### src/rtl/threat_range_eval.sv
// threat_range_eval
// Gray-to-binary coordinate decode, squared horizontal range to the defended
// asset and threat classification. One target in flight at a time; a single
// 17x17 multiplier is shared between the dx^2 and dy^2 steps.
// Optional build macro: ENGAGE_CNT_EN adds a saturating engage_count output.
module threat_range_eval #(
    parameter logic [15:0] CENTER_X = 16'd32768,
    parameter logic [15:0] CENTER_Y = 16'd32768,
    parameter logic [15:0] TRACK_R  = 16'd8000,
    parameter logic [15:0] ENGAGE_R = 16'd2000,
    parameter logic [15:0] ALT_MAX  = 16'd20000
) (
    input  logic        clk,
    input  logic        reset_n,
    input  logic [15:0] x_gray,
    input  logic [15:0] y_gray,
    input  logic [15:0] z_gray,
    input  logic        in_valid,
    output logic        in_ready,
    output logic [32:0] range_sq,
    output logic [15:0] alt_bin,
    output logic [1:0]  threat_level,
    output logic        out_valid,
    input  logic        out_ready
`ifdef ENGAGE_CNT_EN
    ,
    output logic [15:0] engage_count
`endif
);

    localparam logic [2:0] S_IDLE  = 3'd0;
    localparam logic [2:0] S_SQX   = 3'd1;
    localparam logic [2:0] S_SQY   = 3'd2;
    localparam logic [2:0] S_CLASS = 3'd3;
    localparam logic [2:0] S_OUT   = 3'd4;

    // Zone thresholds squared once at elaboration; widened to the accumulator.
    localparam logic [31:0] ENGAGE_SQ = {16'd0, ENGAGE_R} * {16'd0, ENGAGE_R};
    localparam logic [31:0] TRACK_SQ  = {16'd0, TRACK_R} * {16'd0, TRACK_R};

    function automatic logic [15:0] gray2bin(input logic [15:0] g);
        logic [15:0] b;
        b[15] = g[15];
        for (int i = 14; i >= 0; i--) begin
            b[i] = b[i + 1] ^ g[i];
        end
        return b;
    endfunction

    logic [2:0]  state_q, state_d;
    logic [15:0] dx_q, dx_d;
    logic [15:0] dy_q, dy_d;
    logic [15:0] z_q, z_d;
    logic [32:0] acc_q, acc_d;
    logic [32:0] range_q, range_d;
    logic [15:0] alt_q, alt_d;
    logic [1:0]  tl_q, tl_d;
    logic        ov_q, ov_d;

    logic [15:0] x_bin, y_bin, z_bin;
    logic [15:0] dx_in, dy_in;
    logic [16:0] mul_op;
    logic [32:0] prod;
    logic [1:0]  class_lvl;
    logic        accept;
    logic        xfer;

    // Combinational decode and absolute distance from the asset on each axis.
    always_comb begin
        x_bin = gray2bin(x_gray);
        y_bin = gray2bin(y_gray);
        z_bin = gray2bin(z_gray);
        dx_in = (x_bin >= CENTER_X) ? (x_bin - CENTER_X) : (CENTER_X - x_bin);
        dy_in = (y_bin >= CENTER_Y) ? (y_bin - CENTER_Y) : (CENTER_Y - y_bin);
    end

    assign in_ready = (state_q == S_IDLE);
    assign accept   = in_valid & in_ready;
    assign xfer     = ov_q & out_ready;

    // Shared squarer: dx in SQX, dy otherwise. Max 32768^2 = 2^30 fits easily.
    always_comb begin
        mul_op = (state_q == S_SQX) ? {1'b0, dx_q} : {1'b0, dy_q};
        prod   = 33'(mul_op) * 33'(mul_op);
    end

    // Classification of the finished accumulator; altitude gate dominates.
    always_comb begin
        if (z_q > ALT_MAX)
            class_lvl = 2'd0;
        else if (acc_q <= {1'b0, ENGAGE_SQ})
            class_lvl = 2'd3;
        else if (acc_q <= {1'b0, TRACK_SQ})
            class_lvl = 2'd2;
        else
            class_lvl = 2'd1;
    end

    // FSM next-state and datapath updates.
    always_comb begin
        state_d = state_q;
        dx_d    = dx_q;
        dy_d    = dy_q;
        z_d     = z_q;
        acc_d   = acc_q;
        range_d = range_q;
        alt_d   = alt_q;
        tl_d    = tl_q;
        ov_d    = ov_q;
        case (state_q)
            S_IDLE: begin
                if (accept) begin
                    dx_d    = dx_in;
                    dy_d    = dy_in;
                    z_d     = z_bin;
                    state_d = S_SQX;
                end
            end
            S_SQX: begin
                acc_d   = prod;
                state_d = S_SQY;
            end
            S_SQY: begin
                acc_d   = acc_q + prod;
                state_d = S_CLASS;
            end
            S_CLASS: begin
                range_d = acc_q;
                alt_d   = z_q;
                tl_d    = class_lvl;
                ov_d    = 1'b1;
                state_d = S_OUT;
            end
            S_OUT: begin
                if (xfer) begin
                    ov_d    = 1'b0;
                    state_d = S_IDLE;
                end
            end
            default: begin
                ov_d    = 1'b0;
                state_d = S_IDLE;
            end
        endcase
    end

    // State registers; async reset abandons any in-flight target.
    always_ff @(posedge clk or negedge reset_n) begin
        if (!reset_n) begin
            state_q <= S_IDLE;
            dx_q    <= '0;
            dy_q    <= '0;
            z_q     <= '0;
            acc_q   <= '0;
            range_q <= '0;
            alt_q   <= '0;
            tl_q    <= '0;
            ov_q    <= 1'b0;
        end else begin
            state_q <= state_d;
            dx_q    <= dx_d;
            dy_q    <= dy_d;
            z_q     <= z_d;
            acc_q   <= acc_d;
            range_q <= range_d;
            alt_q   <= alt_d;
            tl_q    <= tl_d;
            ov_q    <= ov_d;
        end
    end

    assign range_sq     = range_q;
    assign alt_bin      = alt_q;
    assign threat_level = tl_q;
    assign out_valid    = ov_q;

`ifdef ENGAGE_CNT_EN
    logic [15:0] cnt_q, cnt_d;

    // Count delivered engage results, sticking at all-ones.
    always_comb begin
        cnt_d = cnt_q;
        if (xfer && (tl_q == 2'd3) && (cnt_q != 16'hFFFF))
            cnt_d = cnt_q + 16'd1;
    end

    // Engage counter register.
    always_ff @(posedge clk or negedge reset_n) begin
        if (!reset_n)
            cnt_q <= '0;
        else
            cnt_q <= cnt_d;
    end

    assign engage_count = cnt_q;
`endif

endmodule

### config.mk
export PLATFORM = sky130hd
export DESIGN_NAME = threat_range_eval
export DESIGN_NICKNAME = d
export VERILOG_FILES = /design/src/rtl/threat_range_eval.sv
export SDC_FILE = /design/constraint.sdc
export NUM_CORES = 1
export LEC_CHECK = 0
export ABC_AREA = 0
export BUFFER_PORTS_ARGS = -buffer_cell sky130_fd_sc_hd__clkbuf_2
export CORE_MARGIN = 2
export CORE_UTILIZATION = 40
export CTS_CLUSTER_SIZE = 16
export DETAILED_ROUTE_END_ITERATION = 8
export GPL_TIMING_DRIVEN = 0
export PLACE_DENSITY = 0.55
export REMOVE_ABC_BUFFERS = 1
export SLEW_MARGIN = 20
export SYNTH_ARGS = -nofsm -noshare
export SYNTH_HDL_FRONTEND = slang
export SYNTH_SLANG_ARGS = --single-unit
### constraint.sdc
create_clock -name clk -period 10.9 [get_ports clk]
set_input_delay 1.635 -clock clk [delete_from_list [all_inputs] [get_ports clk]]
set_output_delay 1.635 -clock clk [all_outputs]
set_load 0.03 [all_outputs]
==> results.sh <==
export IMPL_dr_total_vias=11500
export IMPL_nNetsFinal=2135
export IMPL_routed_wl_um=36100
export IMPL_crit_end="acc_q[32]"
export IMPL_cts_hold_fix_buffers=0
export IMPL_dr_pass1_iters=6
export IMPL_area_delta_synth_final_pct=13.4
export IMPL_grt_pass1_wl_um=60200
export IMPL_yosysWarnings=0
export IMPL_num_antenna_cells=0
export IMPL_final_fill_count=3744
export IMPL_crit_required_ns=11.27
export IMPL_worstMarginPinSlew_ns=1.01
export IMPL_reg2reg_setup_slack_ns=0.79
export IMPL_fin_crit_ns=10.11
export IMPL_clock_latency_ns=0.44
export IMPL_clockBufferDepth=2
export IMPL_cp_arrival_ns=10.48
export IMPL_hold_class="register to register"
export IMPL_postSynth_asyncResetShare_pct=100
export IMPL_yosysTopAreaCellShare_pct=22.5
export IMPL_crit_family="adder cells"
export IMPL_critical_path_class="register to register"
export IMPL_synth_most_common_cell="inv_1"
export IMPL_clk_pin_slew_ns=0.07
export IMPL_tritoncts="done"
export IMPL_vias_per_cell=5.06
export IMPL_cp_max_fo=19
export IMPL_crit_top_cell="fa_1"
export IMPL_gp_congestion=0.912
export IMPL_synth_cells=1662
export IMPL_fin_worst_skew_ns=0.0113
export IMPL_dp_hpwl_um=29000
export IMPL_synth_xor_area_share_pct=6.53
export IMPL_use_met2_pct=32.6
export IMPL_hold_viol_final=0
export IMPL_ys_flop_type="dfrtp_1"
export IMPL_synth_top_family_by_area="adder cells"
export IMPL_finalCritPeriodShare_pct=92.8
export IMPL_initial_utilization_pct=40.4
export IMPL_synth_compound_area_share_pct=12.1
export IMPL_yosysSeqAreaShare_pct=22.5
export IMPL_synthAdderAreaFrac_pct=34.8
export IMPL_multiInputGateArea_sq_um=10600
export IMPL_rows=71
export IMPL_io_pins=105
export IMPL_drc=0
export IMPL_drt_iter0_drc=626
export IMPL_numCtsBuffers=17
export IMPL_clkSinkCount=136
export IMPL_synthMuxAreaShare_pct=4.57
export IMPL_rsz0062_at_grt="false"
export IMPL_drtAntennaViolNets=0
export IMPL_grt_max_degree=73
export IMPL_die_area_sq_um=39400
export IMPL_crit_path_max_incr_delay_ns=0.84
export IMPL_top_usage_layer="met2"
export IMPL_r2r_cells=36
export IMPL_worstReg2RegEnd="acc_q[32]"
export IMPL_grt_overflow=0
export IMPL_fmax_mhz=98.9
export IMPL_critPathBufInv=5
export IMPL_setup_viol=0
export IMPL_antenna_found_initial=0
export IMPL_cp_slowest_cell="mux2i_2"
export IMPL_syn_area_per_cell_sq_um=9.10
export IMPL_grt_pass1_vias=11800
export IMPL_coreArea_sq_um=37500
export IMPL_cts_max_level=4
export IMPL_grt_use_met1_pct=26.4
export IMPL_ys_seq_elements=136
export IMPL_root_buffer="clkbuf_16"
export IMPL_final_core_util_pct=45.8
export IMPL_crit_start="state_q[1]"
export IMPL_max_cap_viol_count=0
export IMPL_grt_util_all_layers_pct=19.4
export IMPL_dieHeight_um=198
export IMPL_start_kind="register"
export IMPL_fp_dieW_um=198
export IMPL_relSlewSlack_pct=32.8
export IMPL_final_layout_size_suffix_gt1_share_pct=13.6
export IMPL_synthesis_area_sq_um=15100
export IMPL_status="complete, no violations"
export IMPL_synth_area_leaders="dfrtp_1, fa_1, ha_1"
export IMPL_numPortBuffers=104
export IMPL_worstSetupPathDepth=36
export IMPL_r2r_start="state_q[1]"
export IMPL_synthTopCellsByCount="inv_1, nand2_1, ha_1"
export IMPL_synth_simple_gate_area_share_pct=11.0
export IMPL_slew_viol_final=0
export IMPL_use_met3_pct=2.90
export IMPL_register_area_sq_um=3400
export IMPL_synth_top_area_cell="dfrtp_1"
export IMPL_synth_edf_count=0
export IMPL_ys_types=59
export IMPL_wl_per_cell_um=15.8
export IMPL_end_kind="register"
## final cells by class
class                   count  area share, %
clock buffers              18           2.56
clock inverters            14           1.03
inverters                 299           6.58
multi-input cells        1182           61.6
flip-flops and latches    136           19.8
well taps                 511           3.73
repair buffers            123           4.71
## placed cells by master, fill, tap and decap left out, types with 5 or more instances in the layout
cell type | Yosys | final
inv_1 | 296 | 296
nand2_1 | 184 | 181
ha_1 | 164 | 164
fa_1 | 160 | 160
dfrtp_1 | 136 | 136
nor2_1 | 125 | 124
clkbuf_2 | 0 | 103
a21oi_1 | 85 | 84
o21ai_0 | 82 | 81
xnor2_1 | 72 | 72
mux2_2 | 49 | 49
a21o_1 | 31 | 31
xor2_1 | 27 | 27
clkbuf_16 | 0 | 17
and3_1 | 16 | 16
a31oi_1 | 16 | 16
nand2b_1 | 11 | 11
nand3_1 | 10 | 10
a22oi_1 | 10 | 10
o22ai_1 | 10 | 10
a211oi_1 | 9 | 9
o21a_1 | 8 | 8
o31ai_1 | 8 | 8
buf_4 | 0 | 8
mux2i_4 | 0 | 7
nor4_1 | 7 | 7
nor3_1 | 7 | 7
o21bai_1 | 7 | 7
or2_2 | 5 | 5
nor2b_1 | 5 | 5
a31o_2 | 5 | 5
xnor2_2 | 5 | 5
inv_8 | 0 | 5
inv_6 | 0 | 5
## state kept, by name (all words and copies together) (netlist names)
register / flops
alt_bin: 16
state_q: 3
range_sq: 33
dx_q: 16
dy_q: 16
threat_level: 2
z_q: 16
out_valid: 1
acc_q: 33
## stage by stage
step	hold slack [ns]	instance area, sq um	setup TNS [ns]	std cells	setup slack (ns)
2_1_floorplan	0.449	15000	0	1617	1.56
3_3_place_gp	0.461	16100	-7.18	2232	-1.13
3_5_place_dp	0.470	16300	-0.00891	2240	-0.00891
4_1_cts	0.487	17000	0	2272	0.230
5_1_grt	0.504	17200	0	2283	0.0967
6_report	0.484	17200	0	2283	0.789
## per-layer routing
layer | part of all wire (%) | wire length [um]
met1 | 47 | 17100
met2 | 48 | 17400
met3 | 3.5 | 1250
met4 | 1.3 | 461
met5 | 0 | 0
## cells by family after synthesis
group | Yosys count
mux | 63
buf+inv | 344
simple gates | 390
compound gates | 298
flops | 136
fa+ha+maj | 325
xor+xnor | 106
## worst reg2reg max path: cells and delay by family, from the launching register on
family	cells	cell delay [ns]
fa+ha+maj	8	3.64
simple gates	10	2.22
compound gates	10	1.99
mux	2	1.06
flops	1	0.46
buf+inv	5	0.45
xor+xnor	1	0.22
## repair_timing
item / 4_1_cts / 5_1_grt
setup endpoints to repair: 1 / 7
buffers inserted: 0 / 11
resized for setup: 2 / 12
pin swaps: 0 / 0
## how the worst min path moves through the flow
stage	depth (start not counted)	from	slack, ns	to
floorplan	2	dx_q[2]	0.45	dx_q[2]
global placement	2	dy_q[12]	0.46	dy_q[12]
finish	2	dy_q[4]	0.48	dy_q[4]
CTS	2	dy_q[4]	0.49	dy_q[4]
global route	2	dy_q[4]	0.50	dy_q[4]
detailed placement	2	dx_q[2]	0.47	dx_q[2]
Power is not shown: default switching activity piles up to over one toggle a cycle in this logic, so the estimate is an artifact.
